$ cat config.mk
export PLATFORM = sky130hd
export DESIGN_NAME = tx_data_buffer
export DESIGN_NICKNAME = d
export VERILOG_FILES = /design/src/rtl/tx_buf_pkg.sv /design/src/rtl/tx_buf_ram.sv /design/src/rtl/tx_data_buffer.sv
export SDC_FILE = /design/constraint.sdc
export NUM_CORES = 1
export LEC_CHECK = 0
export CORE_MARGIN = 5
export CORE_UTILIZATION = 30
export CTS_CLUSTER_SIZE = 16
export DETAILED_ROUTE_END_ITERATION = 16
export SLEW_MARGIN = 10
export SYNTH_ARGS = -nofsm -noshare
export SYNTH_HDL_FRONTEND = slang
export SYNTH_HIERARCHICAL = 1
export SYNTH_SLANG_ARGS = --single-unit
$ cat constraint.sdc
create_clock -name i_clk -period 3.32 [get_ports i_clk]
set_input_delay 0.664 -clock i_clk [delete_from_list [all_inputs] [get_ports i_clk]]
set_output_delay 0.664 -clock i_clk [all_outputs]
set_load 0.03 [all_outputs]
$ cat src/rtl/tx_buf_pkg.sv
// Shared defaults and helpers for the UART transmit data buffer.
// AW is derived here so every file sizes pointers the same way.
package tx_buf_pkg;

    localparam int D_WIDTH_DEF = 8;
    localparam int DEPTH_DEF   = 16;

    // Ceiling log2; exact for the power-of-two depths this buffer accepts.
    function automatic int f_log2(input int value);
        int result;
        result = 0;
        for (int i = 0; i < 31; i++) begin
            if ((32'd1 << i) < value) begin
                result = i + 1;
            end else begin
                result = result;
            end
        end
        return result;
    endfunction

endpackage

$ cat src/rtl/tx_buf_ram.sv
// DEPTH x D_WIDTH register array: one synchronous write port, one asynchronous read port.
// Contents are intentionally not reset; validity is tracked by the pointer logic.
module tx_buf_ram
    import tx_buf_pkg::*;
#(
    parameter int  D_WIDTH = D_WIDTH_DEF,
    parameter int  DEPTH   = DEPTH_DEF,
    localparam int AW      = f_log2(DEPTH)
)(
    input  logic               i_clk,
    input  logic               i_we,
    input  logic [AW-1:0]      i_wr_addr,
    input  logic [D_WIDTH-1:0] i_wr_data,
    input  logic [AW-1:0]      i_rd_addr,
    output logic [D_WIDTH-1:0] o_rd_data
);

    logic [D_WIDTH-1:0] r_mem [DEPTH];

    // Storage write port
    always_ff @(posedge i_clk) begin
        if (i_we) begin
            r_mem[i_wr_addr] <= i_wr_data;
        end
    end

    assign o_rd_data = r_mem[i_rd_addr];

endmodule

$ cat src/rtl/tx_data_buffer.sv
// FIFO between the host write strobe and the UART TX FSM, with a sticky overflow flag.
// All outputs are registered; o_data is preloaded with the next head word each edge.
module tx_data_buffer
    import tx_buf_pkg::*;
#(
    parameter int  D_WIDTH = D_WIDTH_DEF,
    parameter int  DEPTH   = DEPTH_DEF,
    localparam int AW      = f_log2(DEPTH)
)(
    input  logic               i_clk,
    input  logic               i_rst,
    input  logic               i_enable,
    input  logic [D_WIDTH-1:0] i_data,
    output logic               o_full,
    output logic [D_WIDTH-1:0] o_data,
    output logic               o_valid,
    input  logic               i_ready,
    output logic [AW:0]        o_count,
    output logic               o_ovf,
    input  logic               i_clr_ovf
);

    localparam logic [AW:0]   CNT_ZERO = (AW + 1)'(0);
    localparam logic [AW:0]   CNT_ONE  = (AW + 1)'(1);
    localparam logic [AW:0]   CNT_FULL = (AW + 1)'(DEPTH);
    localparam logic [AW-1:0] PTR_ZERO = AW'(0);
    localparam logic [AW-1:0] PTR_ONE  = AW'(1);

    logic [AW-1:0]      r_wr_ptr;
    logic [AW-1:0]      r_rd_ptr;
    logic [AW:0]        r_count;
    logic               r_valid;
    logic               r_full;
    logic               r_ovf;
    logic [D_WIDTH-1:0] r_data;

    logic               w_pop;
    logic               w_push;
    logic               w_drop;
    logic               w_we;
    logic               w_bypass;
    logic [AW-1:0]      w_wr_ptr_nxt;
    logic [AW-1:0]      w_rd_ptr_nxt;
    logic [AW:0]        w_count_nxt;
    logic [D_WIDTH-1:0] w_ram_rdata;
    logic [D_WIDTH-1:0] w_data_nxt;

    assign w_pop  = r_valid & i_ready;
    assign w_push = i_enable & (~r_full | w_pop);
    assign w_drop = i_enable & r_full & ~w_pop;
    // Reset outranks a push, so the array is not written while reset is asserted
    assign w_we   = w_push & i_rst;

    tx_buf_ram #(
        .D_WIDTH (D_WIDTH),
        .DEPTH   (DEPTH)
    ) u_ram (
        .i_clk     (i_clk),
        .i_we      (w_we),
        .i_wr_addr (r_wr_ptr),
        .i_wr_data (i_data),
        .i_rd_addr (w_rd_ptr_nxt),
        .o_rd_data (w_ram_rdata)
    );

    // Next pointer and occupancy values
    always_comb begin
        w_wr_ptr_nxt = r_wr_ptr;
        w_rd_ptr_nxt = r_rd_ptr;
        w_count_nxt  = r_count;
        if (w_push) begin
            w_wr_ptr_nxt = r_wr_ptr + PTR_ONE;
        end else begin
            w_wr_ptr_nxt = r_wr_ptr;
        end
        if (w_pop) begin
            w_rd_ptr_nxt = r_rd_ptr + PTR_ONE;
        end else begin
            w_rd_ptr_nxt = r_rd_ptr;
        end
        case ({w_push, w_pop})
            2'b10:   w_count_nxt = r_count + CNT_ONE;
            2'b01:   w_count_nxt = r_count - CNT_ONE;
            default: w_count_nxt = r_count;
        endcase
    end

    // Next head word; the incoming word becomes head when the queue would otherwise be empty
    always_comb begin
        w_bypass   = w_push & ((r_count == CNT_ZERO) | ((r_count == CNT_ONE) & w_pop));
        w_data_nxt = '0;
        if (w_count_nxt == CNT_ZERO) begin
            w_data_nxt = '0;
        end else if (w_bypass) begin
            w_data_nxt = i_data;
        end else begin
            w_data_nxt = w_ram_rdata;
        end
    end

    // Pointer, occupancy and output registers
    always_ff @(posedge i_clk) begin
        if (!i_rst) begin
            r_wr_ptr <= PTR_ZERO;
            r_rd_ptr <= PTR_ZERO;
            r_count  <= CNT_ZERO;
            r_valid  <= 1'b0;
            r_full   <= 1'b0;
            r_data   <= '0;
        end else begin
            r_wr_ptr <= w_wr_ptr_nxt;
            r_rd_ptr <= w_rd_ptr_nxt;
            r_count  <= w_count_nxt;
            r_valid  <= (w_count_nxt != CNT_ZERO);
            r_full   <= (w_count_nxt == CNT_FULL);
            r_data   <= w_data_nxt;
        end
    end

    // Sticky overflow: a dropped word outranks a clear in the same cycle
    always_ff @(posedge i_clk) begin
        if (!i_rst) begin
            r_ovf <= 1'b0;
        end else if (w_drop) begin
            r_ovf <= 1'b1;
        end else if (i_clr_ovf) begin
            r_ovf <= 1'b0;
        end else begin
            r_ovf <= r_ovf;
        end
    end

    assign o_full  = r_full;
    assign o_data  = r_data;
    assign o_valid = r_valid;
    assign o_count = r_count;
    assign o_ovf   = r_ovf;

endmodule

==> results by group <==
STA
  – Worst Clk Skew: just under 0.006 ns
  – Tmin final: approximately 2.9 ns
  – Final period utilization: approximately 90%
  – Final slew viol count: 0
  – Rel. slew slack: between 50% and 60%
  – RSZ-0062 raised after global routing: no
  – Final Worst Setup Slack: 0.372 ns
  – Setup TNS: 0 ns
  – F_max: about 0.34 GHz
  – Least-Margin Pin Slew: 0.621 ns
  – Tightest hold margin: between 0.5 and 0.6 ns
  – Final Setup Violations: 0
  – Final number of hold-violating endpoints: 0

Worst setup path
  – CP Depth: 9
  – Slowest CP cell: a222oi_1
  – FF-to-FF setup slack: between 0.6 and 0.7 ns
  – CP arrival: around 3.2 ns
  – CP Cell Sequence: clkdlybuf4s50_1 -> a21bo_2 -> and2_1 -> ha_1 -> nor2_1 -> mux2_2 -> a222oi_1 -> o2111a_1 -> nor3b_1
  – Critical path startpoint: i_ready
  – Setup crit end kind: flip-flop
  – RR Startpoint: o_full
  – Critical path class: in2reg
  – Worst path required time: about 3.6 ns
  – CP top delay family: compound AO/OA/AOI/OAI gates
  – CP endpoint: o_data[7]
  – Worst R2R Path Depth: 8
  – Worst R2R End: o_data[7]
  – Buffers & Inverters on Critical Path: 1
  – Max stage delay on crit path: about 0.44 ns
  – Crit start category: input port
  – Maximum fanout along the worst path: 9

Logic synthesis
  – Post-synthesis adder-cell area fraction: 1.61%
  – Synthesized Nets: ~370
  – Synth warn: 6
  – Post-synth top area share: 61.7%
  – Main synth FF type: edfxtp_1
  – Yosys reg bits: between 150 and 200
  – Top-count cell post-synth: edfxtp_1
  – Synth Area in Compound Gates: 4.12%
  – Post-synthesis mux area share: roughly 14%
  – Xor/xnor share of the synthesized area: 0.985%
  – Mapped cell area: about 6200 µm²
  – Post-synth top cells: 128 x edfxtp_1, 24 x dfxtp_1, 18 x mux4_2
  – Yosys top cell by area: edfxtp_1
  – Async S/R FF share, synth: 0%
  – Avg Inst Size Synth: 18.0 µm²
  – Sequential fraction of the synthesis area: a little over two thirds
  – Top post-synthesis cells by area: edfxtp_1 62%, dfxtp_1 7.7%, mux4_2 6.5%, mux4_1 5.9%, a22oi_1 1.9%
  – Post-synthesis simple-gate area fraction: between 7 and 8%
  – Post-synth EDFFs: about 130
  – Distinct cells, synth: 45
  – Cells after Synth: 345
  – Main combinational cell family by area after synthesis: multiplexers

Global routing
  – Antenna violations before repair: 0
  – Largest net degree at the start of global routing: 34
  – Vias in the first global route: 3,293
  – First-pass GRT wire length: between 15,000 and 20,000 µm
  – Total grt overflow: 0
  – Total GRT Usage: 10.9%

Clock network
  – Hold-fix buffers, CTS: 0
  – CTS tree: built
  – Cts bufs inserted: 17
  – # clock sinks: roughly 150
  – Post-CTS setup buffer count: 0
  – Max clock buf depth: 2
  – H-tree levels: 4
  – Clock Latency Late Sink: ~0.42 ns
  – CTS resizes: 0
  – Clock transition at path regs: about 0.06 ns
  – Root buffer cell: clkbuf_16

Power and ir drop
  – Switch Pwr: roughly 0.0016 W
  – Sw Ratio: between 20% and 30%
  – Sequential share of power: roughly two fifths
  – Pint: ~0.0039 W
  – Gate power share: roughly a quarter
  – Peak VDD IR: 0.000370 V
  – Clock Power Share: 33.4%
  – P_leak: about 2.5 nW
  – Power density cells: about 730 nW/µm²

Status
  – Status: completed

Layout
  – Filler cell count: approximately 1,900
  – Number of antenna diodes: 0
  – Layout cells sized above 1: roughly a fifth
  – P&R area growth vs syn: 21.1%
  – Nets: about 420

Drt
  – Final WL: around 12,000 µm
  – First DRT Iteration DRCs: 270
  – First-pass DRT Iterations: 4
  – # DRC: 0
  – Vias/cell: ~4.8
  – Post-DR wirelength/cell: ~18 µm
  – Via Count: about 3,300
  – Routed Antenna Nets: 0

Floorplanning
  – Starting Density: a little under a third
  – Ports: 29
  – DIE WIDTH: ~150 µm
  – Die Ht: about 150 µm
  – Row cnt: 52
  – Die ar.: roughly 24,000 µm²
  – Core area: about 20,000 µm²

Place
  – Pre-CTS setup slack: -0.0470 ns
  – Post-DP HPWL: approximately 8000 µm
  – Port bufs: 28
  – Routability Congestion: approximately 0.87

Job
  – Max Cap Viol: 0

Worst hold path
  – Worst hold path type: reg2reg
## stage by stage
step | instances | instance area, µm² | total power (W) | utilization [%]
after floorplan | 345 | 6220 | 0.00327 | -
after detailed placement | 654 | 6970 | 0.00372 | 34.2
after CTS | 686 | 7540 | 0.00557 | 37.0
after global placement | 654 | 6970 | 0.00369 | 34.2
after global routing | 686 | 7540 | 0.00575 | 37.0
final | 686 | 7540 | 0.00550 | 37.0
## cells in the final DEF (no fill, tap or decap), types with 3 or more instances in the layout
master           count
edfxtp_1           128
clkdlybuf4s50_1     28
dfxtp_1             24
buf_4               24
mux4_2              18
nand2_1             17
clkbuf_16           17
nor2_1              16
a22oi_1             16
mux4_1              14
nor3b_1              9
and2_1               8
mux2i_1              8
ha_1                 8
inv_1                6
nor3_1               6
nor2b_1              6
xnor2_1              5
mux2_2               4
nand3_1              3
nand2b_1             3
o21ai_0              3
inv_6                3
inv_8                3
clkinv_4             3
buf_12               3
## logic make-up (layout without fill, tap and decap cells)
logic type                 count (synthesis)  count (layout)
DFF                                      152             152
muxes                                     44              44
xor gates and xnor gates                   7               7
buffers and inverters                     22              93
and+or+nand+nor                           80              80
adders and majority gates                  8               8
AOI/OAI and AO/OA                         32              32
## flip-flops by register name, summed over array words and instances, names as in the netlist
signal and cells:
u_ram/r_mem 128, r_wr_ptr 4, o_ovf 1, o_valid 1
r_rd_ptr 4, o_count 5, o_data 8, o_full 1
## layer usage
metal / up-vias / wire, µm / GRT usage (%)
li1: 1505 / - / -
met1: 1657 / 5430 / 14.1
met2: 105 / 5800 / 17.2
met3: 19 / 878 / 3.54
met4: 0 / 217 / 3.70
met5: - / 0 / 0
## final cells by class
class	count	area, µm²	area share, %
Clock buffer	18	429	5.69
Inverter	6	22.5	0.299
Tap cell	270	338	4.48
Timing Repair Buffer	55	520	6.90
Multi-Input combinational cell	171	1770	23.4
Clock inverter	14	141	1.87
Sequential cell	152	4320	57.3
## worst min-delay path by stage
stage                  endpoint  depth (start not counted)   startpoint  slack (ns)
floorplan           r_wr_ptr[1]                          2  r_wr_ptr[1]        0.54
CTS                       o_ovf                          2        o_ovf        0.54
finish                    o_ovf                          2        o_ovf        0.53
detailed placement        o_ovf                          2        o_ovf        0.52
global route              o_ovf                          2        o_ovf        0.56
global placement          o_ovf                          2        o_ovf        0.51
## worst reg2reg max path, delay by kind of cell (launching register included)
family / cells / cell delay, ns
adders and majority gates: 1 / 0.42
DFF: 1 / 0.35
and+or+nand+nor: 3 / 0.38
AOI/OAI and AO/OA: 3 / 1.12
muxes: 1 / 0.27
## power by group through the flow
stage | logic, W | clock network (W) | registers [W]
finish | 0.00142 | 0.00183 | 0.00224
global route | 0.00153 | 0.00196 | 0.00226
CTS | 0.00144 | 0.00189 | 0.00224
detailed placement | 0.00143 | 0 | 0.00228
global placement | 0.00141 | 0 | 0.00228
floorplan | 0.000872 | 0 | 0.00240
Note: power is estimated with default switching activity, not from simulation.
